$ cat src/rtl/tdm_pkg.sv
// Shared types and constants for the 1x4 TDM receive demultiplexer.
package tdm_pkg;
  localparam int SLOT_W = 2;
  localparam logic [SLOT_W-1:0] LAST_SLOT = 2'd3;

  typedef enum logic [1:0] {
    IDLE    = 2'd0,
    COLLECT = 2'd1,
    PARITY  = 2'd2
  } state_t;
endpackage

$ cat src/rtl/tdm_slot_ctr.sv
// Slot index counter for the TDM demux: clear beats load-to-1, load-to-1 beats increment.
module tdm_slot_ctr
  import tdm_pkg::*;
(
  input  logic              clk,
  input  logic              rst_n,
  input  logic              i_load1,
  input  logic              i_inc,
  input  logic              i_clr,
  output logic [SLOT_W-1:0] o_sel
);

  logic [SLOT_W-1:0] r_cnt;

  always_ff @(posedge clk) begin
    if (!rst_n)       r_cnt <= '0;
    else if (i_clr)   r_cnt <= '0;
    else if (i_load1) r_cnt <= SLOT_W'(1);
    else if (i_inc)   r_cnt <= r_cnt + SLOT_W'(1);
  end

  assign o_sel = r_cnt;

endmodule

$ cat src/rtl/tdm_demux_1x4.sv
// Receive-side 1x4 TDM demultiplexer with start-of-frame alignment.
// Optional trailing even-parity beat enabled by macro TDM_DEMUX_PARITY_EN.
//
// state   | meaning
// IDLE    | waiting for a sof beat (slot 0)
// COLLECT | collecting slots 1..3
// PARITY  | waiting for the parity beat (macro builds only)
module tdm_demux_1x4
  import tdm_pkg::*;
#(
  parameter int SLOTS = 4
) (
  input  logic       clk,
  input  logic       rst_n,
  input  logic       y,
  input  logic       y_valid,
  input  logic       sof,
  output logic [0:3] a,
  output logic       a_valid,
  output logic [0:1] sel,
  output logic       sync_err,
  output logic       parity_err
);

  if (SLOTS != 4) begin : g_bad_slots
    $error("tdm_demux_1x4: SLOTS must be 4");
  end

  // Without parity the last slot goes straight to a, so only slots 0..2 need shadowing.
`ifdef TDM_DEMUX_PARITY_EN
  localparam int SHD_N = 4;
`else
  localparam int SHD_N = 3;
`endif

  state_t            r_state, w_state_nxt;
  logic [0:SHD_N-1]  r_shd, w_shd_nxt;
  logic [0:3]        r_a, w_a_nxt;
  logic              r_a_valid, r_sync_err, r_parity_err;
  logic              w_a_ld, w_sync, w_perr;
  logic              w_ld1, w_inc, w_clr;
  logic [SLOT_W-1:0] w_sel;

  tdm_slot_ctr u_slot_ctr (
    .clk     (clk),
    .rst_n   (rst_n),
    .i_load1 (w_ld1),
    .i_inc   (w_inc),
    .i_clr   (w_clr),
    .o_sel   (w_sel)
  );

  always_comb begin
    w_state_nxt = r_state;
    w_shd_nxt   = r_shd;
    w_a_nxt     = r_a;
    w_a_ld      = 1'b0;
    w_sync      = 1'b0;
    w_perr      = 1'b0;
    w_ld1       = 1'b0;
    w_inc       = 1'b0;
    w_clr       = 1'b0;
    if (y_valid) begin
      if (sof) begin
        w_shd_nxt[0] = y;
        w_ld1        = 1'b1;
        w_state_nxt  = COLLECT;
        w_sync       = (r_state != IDLE);
      end else begin
        case (r_state)
          IDLE: w_sync = 1'b1;
          COLLECT: begin
            for (int k = 0; k < SHD_N; k++) begin
              if (w_sel == SLOT_W'(k)) w_shd_nxt[k] = y;
            end
            if (w_sel == LAST_SLOT) begin
              w_clr = 1'b1;
`ifdef TDM_DEMUX_PARITY_EN
              w_state_nxt = PARITY;
`else
              w_a_ld      = 1'b1;
              w_a_nxt     = {r_shd[0:2], y};
              w_state_nxt = IDLE;
`endif
            end else begin
              w_inc = 1'b1;
            end
          end
`ifdef TDM_DEMUX_PARITY_EN
          PARITY: begin
            w_a_ld      = 1'b1;
            w_a_nxt     = r_shd;
            w_perr      = ^{r_shd, y};
            w_state_nxt = IDLE;
          end
`endif
          default: w_state_nxt = IDLE;
        endcase
      end
    end
  end

  always_ff @(posedge clk) begin
    if (!rst_n) begin
      r_state      <= IDLE;
      r_shd        <= '0;
      r_a          <= '0;
      r_a_valid    <= 1'b0;
      r_sync_err   <= 1'b0;
      r_parity_err <= 1'b0;
    end else begin
      r_state      <= w_state_nxt;
      r_shd        <= w_shd_nxt;
      if (w_a_ld) r_a <= w_a_nxt;
      r_a_valid    <= w_a_ld;
      r_sync_err   <= w_sync;
      r_parity_err <= w_perr;
    end
  end

  assign a          = r_a;
  assign a_valid    = r_a_valid;
  assign sel        = w_sel;
  assign sync_err   = r_sync_err;
  assign parity_err = r_parity_err;

endmodule

$ cat config.mk
export PLATFORM = sky130hd
export DESIGN_NAME = tdm_demux_1x4
export DESIGN_NICKNAME = d
export VERILOG_FILES = /design/src/rtl/tdm_pkg.sv /design/src/rtl/tdm_slot_ctr.sv /design/src/rtl/tdm_demux_1x4.sv
export SDC_FILE = /design/constraint.sdc
export NUM_CORES = 1
export LEC_CHECK = 0
export ABC_AREA = 1
export CAP_MARGIN = 20
export CORE_AREA = 2 2 39 41
export DETAILED_ROUTE_END_ITERATION = 7
export DIE_AREA = 0 0 41 43
export PLACE_DENSITY = 0.72
export REMOVE_ABC_BUFFERS = 1
export SLEW_MARGIN = 20
export SYNTH_ARGS = -nofsm -noshare
export SYNTH_HDL_FRONTEND = slang
export SYNTH_SLANG_ARGS = --single-unit
$ cat constraint.sdc
create_clock -name clk -period 1.56 [get_ports clk]
set_clock_uncertainty 0.05 [all_clocks]
set_input_delay 0.156 -clock clk [delete_from_list [all_inputs] [get_ports clk]]
set_output_delay 0.156 -clock clk [all_outputs]
set_load 0.005 [all_outputs]
Yosys cells after proc, flatten, opt, wreduce, memory -nomap -nowiden
Cells that the tools add are included.

$add $sub $neg: 1. Multiply operators: 0. Divide/modulo/power cells: 0. Magnitude comparators: 0. Eq/ne operators: 6. Shift operators: 0. Mux-type cells: 22. Bitwise gates (word level): 2. Reduce and logical (&&, ||, !) cells: 14.

Operators with widths (number): $mux W1 (18); $reduce_and A4 Y1 (2); $reduce_bool A2 Y1 (4); $reduce_and A3 Y1 (2); $reduce_and A5 Y1 (1); $eq A2 B1 Y1 const B (2); $eq A2 B2 Y1 const B (2); $logic_not A2 Y1 (2); $mux W2 (2); $pmux W2 S2 (1); $mux W3 (1); $ne A3 B3 Y1 const B (1); $reduce_or A3 Y1 (1); $add A2 B1 Y2 const B (1); $ne A2 B2 Y1 const B (1); $not A1 Y1 (2); $reduce_and A2 Y1 (1); $reduce_or A2 Y1 (1).

Register bits: 13. Latch bits: 0. RAM bits: 0. Bits in read-only memories: 0. Input port bits: 5. Output and inout port bits: 9. Logic and storage cells: 54. Memories kept: 0.

Logic depth before layout (Yosys ltp)
Depth in word-level cells: 7. Gate-level depth with buffers: 7. Mapped depth without buffers: 7.

Modules after synthesis
A second synthesis with hierarchy kept.

Cells, all modules: 88. Area, all modules: 594.3 µm².

Modules (own cells, without submodules): tdm_demux_1x4 (instances 1, cells an instance 71, area each 488.0 µm², sequential area each 200.2 µm²); tdm_slot_ctr (instances 1, cells an instance 17, area each 106.4 µm², sequential area each 40.0 µm²).

Worst setup path before layout
OpenSTA, ideal clock, no wires.

Path type: reg-to-reg. Start: register u_slot_ctr.r_cnt[0], in the netlist u_slot_ctr.o_sel[0]. End: register u_slot_ctr.r_cnt[0], in the netlist u_slot_ctr.o_sel[0]. Setup time: 0.109 ns. Arrival: 1.036 ns. Setup slack: 0.365 ns. Cell stages (with the launch flop): 8. Period minus slack after synthesis: 1.195 ns. Cell sequence: dfxtp_1 -> ha_1 -> nor2_1 -> nand2_1 -> nand2_1 -> nand3_1 -> nand2_1 -> inv_1.

Word-level cells in the longest chain between the ends: 6. Elaborated cells on any way between the ends: 14.

RTL lines: from (decl) (line tdm_slot_ctr.sv:13) `logic [SLOT_W-1:0] r_cnt;`; from (signal assigned) (line tdm_slot_ctr.sv:19) `else if (i_inc) r_cnt <= r_cnt + SLOT_W'(1);`; $eq A2 B2 Y1 (line tdm_demux_1x4.sv:76) `if (w_sel == LAST_SLOT) begin`; $mux W1 (line tdm_demux_1x4.sv:76); $mux W1 (line tdm_demux_1x4.sv:70) `case (r_state)`; $mux W1 (line tdm_demux_1x4.sv:64) `if (sof) begin`; $mux W1 (line tdm_demux_1x4.sv:63) `if (y_valid) begin`; $reduce_bool A2 Y1 (no source line) or $reduce_or A2 Y1 (tied branches).

Parallel ways exist; a longest one is shown, timed or not. The select of a mux whose other input is x is not followed. A chain may end at the register's enable or synchronous reset.

Worst setup path after layout
Start: register u_slot_ctr.r_cnt[0], in the netlist u_slot_ctr.o_sel[0]. End: output port sel[1] (netlist name).

RTL lines: to (decl) (line tdm_demux_1x4.sv:20) `output logic [0:1] sel,`.

No word-level cell between the ends.

==> flow_summary_export.csv <==
group,metric,value,unit
min_path,whs_path_depth,2,
power,p_leak,0.3552,nW
die,start_util,42.95,%
cells_and_area,nFillCells,142,
clocking,cts_max_path_buffers,2,
clocking,clkLatencyLatePin,280,ps
synthesis,synth_top_cell_by_area,"dfxtp_1",
clocking,post_cts_buffers,0,
power,p_switching,0.1560,mW
global_routing,antenna_found_initial,0,
timing,finalSetupViolations,0,
setup_path,crit_chain,"clkdlybuf4s50_1",
timing,fin_tns_setup,0,ps
clocking,ctsHoldBuffers,0,
timing,post-route-period-util,89.99,%
clocking,cts_tree,"built",
timing,rsz0062_at_grt,"false",
global_routing,grtUsageMet2,24.69,%
die,die_area,1763,um^2
synthesis,ys_warn_count,0,
timing,report.final.slew_viol_count,0,
drt,ant_nets,0,
timing,fmax,712.3,MHz
synthesis,syn_area,594.3,um^2
global_routing,grt_usage,15.84,%
global_routing,grtUsageMet1,18.63,%
synthesis,syn_inst,77,
drt,routedWlPerCell,10.03,um
place,numPortBuffers,12,
power,pwr-share-comb,11.6,%
die,row_count,14,
die,core,1384,um^2
setup_path,max_stage_delay,530,ps
die,io_pins,14,
power,p_int,0.4911,mW
drt,drt-initial-drc-count,11,
setup_path,path_max_fanout,5,
setup_path,crit_buf_inv,1,
min_path,min-delay-start,"r_shd[2]",
setup_path,rrSetupSlack,270,ps
power,powerDensity,828.8,nW/um^2
synthesis,synthDistinctLibCells,17,
power,p_clk_share,38.7,%
place,dpl_cell_area,744.5,um^2
setup_path,endpoint_kind,"primary output",
setup_path,reg2reg_to,"r_shd[0]",
timing,holdWs,396.8,ps
clocking,clk_pin_slew_worst_paths,80,ps
cells_and_area,multiInputGateArea,311.5,um^2
min_path,hold_class,"flop to flop",
global_routing,grt_overflow_total,0,
drt,dr.pass1.iters,4,
setup_path,worst_path_max_delay_cell,"clkdlybuf4s50_1",
flow_run,maxCapViolations,0,
cells_and_area,register_area,240.2,um^2
clocking,htree_levels,1,
power,worst_ir_drop_vdd,372.4,uV
setup_path,path_class,"flop to primary output",
cells_and_area,area_delta_synth_final,31.37,%
synthesis,yosysTopAreaCellShare,40.42,%
synthesis,avgSynthCellArea,7.718,um^2
drt,drc,0,
clocking,cts_made_buffers,3,
cells_and_area,n_antenna_cell,0,
min_path,min_to,"a[2]",
clocking,clkSinkCount,12,
setup_path,cp_num_cells,1,
clocking,cts-root-buf,"clkbuf_4",
die,die_h,43,um
global_routing,grt_use_met3,4.712,%
power,pwr-share-seq,49.7,%
setup_path,worstReg2RegStart,"r_state[0]",
run_status,status,"finished clean",
drt,routed_wl,1103,um
power,p_total,0.6471,mW
synthesis,ys_seq_area_share,40.42,%
global_routing,grt_pass1_wl,1883,um
drt,via_count,538,
die,die_w,41,um
cells_and_area,stdcell_area,780.7,um^2
synthesis,synth_area_leaders,"dfxtp_1 (40%), nand2_1 (13%), ha_1 (11%)",
place,dp_hpwl,857.8,um
timing,hold_viol,0,
synthesis,ys_ff_latch,12,
setup_path,cp-start-kind,"flop",
clocking,cts_resized,0,
global_routing,first_global_vias,484,
power,netSwitchingFraction,24.11,%
cells_and_area,nets,105,
setup_path,critPathTopFamily,"buffers and inverters",
setup_path,rr_worst_depth,6,
global_routing,grt_busiest_layer,"met2",
cells_and_area,drive_above_1_share,12.77,%
drt,viasPerCell,4.891,
setup_path,worstPathArrival,1200,ps
global_routing,grt_max_degree,9,
setup_path,required,1350,ps
place,place_congestion,0.7697,
timing,period_minus_slack,1404,ps
cell usage in the layout, fill, tap and decap left out, types with 2 or more instances in the layout:
cell type / synthesis / layout
ha_1: 5 / 5
nand3_1: 8 / 8
nor2_1: 7 / 7
inv_2: 2 / 2
a21oi_1: 3 / 3
nand2_1: 21 / 21
clkdlybuf4s50_1: 0 / 12
inv_1: 6 / 6
buf_4: 1 / 3
dfxtp_1: 12 / 12
clkbuf_4: 0 / 3
nor3_1: 3 / 3
o21ai_0: 3 / 3
power by group through the flow:
stage	combinational (mW)	sequential [mW]	clock [mW]
floorplan	0.0372	0.328	0
global placement	0.0742	0.329	0
detailed placement	0.0751	0.329	0
CTS	0.0761	0.322	0.256
global route	0.0849	0.323	0.278
finish	0.0754	0.321	0.250
area by class of cell:
type	instances	area share, %
Inverter	8	3.846
Clock buffer	4	4.647
Multi-Input combinational cell	55	39.90
Timing Repair Buffer	15	18.27
Sequential cell	12	30.77
Tap cell	16	2.564
sequential cells by signal, summed over array words and instances (netlist names):
register,flops
a_valid,1
r_shd,3
sync_err,1
a,4
u_slot_ctr.o_sel,2
r_state,1
synth_stat cells, drive strengths merged:
library cell,count
inv,8
nand2,21
ha,5
dfxtp,12
conb,1
nor2,9
a21oi,3
a31oi,1
nand3,9
nor3,3
buf,2
o21ai,3
kinds of logic after synthesis:
| family | Yosys count | synth area share (%) |
|---|---|---|
| flops | 12 | 40.42 |
| simple gates | 42 | 35.16 |
| fa+ha+maj | 5 | 10.53 |
| compound gates | 7 | 6.104 |
| buf+inv | 10 | 7.158 |
| other cells | 1 | 0.6310 |
metal layers:
metal,vias up,share of wire (%)
li1,279,-
met1,244,45
met2,13,47
met3,2,5.3
met4,0,1.9
met5,-,0
worst max path at each step:
| stage | startpoint | to |
|---|---|---|
| floorplan | u_slot_ctr.o_sel[0] | u_slot_ctr.o_sel[0] |
| detailed placement | sof | r_shd[0] |
| CTS | u_slot_ctr.o_sel[1] | sel[0] |
| finish | u_slot_ctr.o_sel[0] | sel[1] |
| global placement | sof | a[2] |
| global route | u_slot_ctr.o_sel[1] | sel[0] |
metrics by stage:
step	util, %	setup WS (ps)	instances
floorplan	-	365.1	75
global placement	53.80	164.3	106
detailed placement	53.80	129.9	106
CTS	56.42	141.5	110
global route	56.42	93.78	110
finish	56.42	156.2	110
Note: power is estimated with default switching activity, not from simulation.
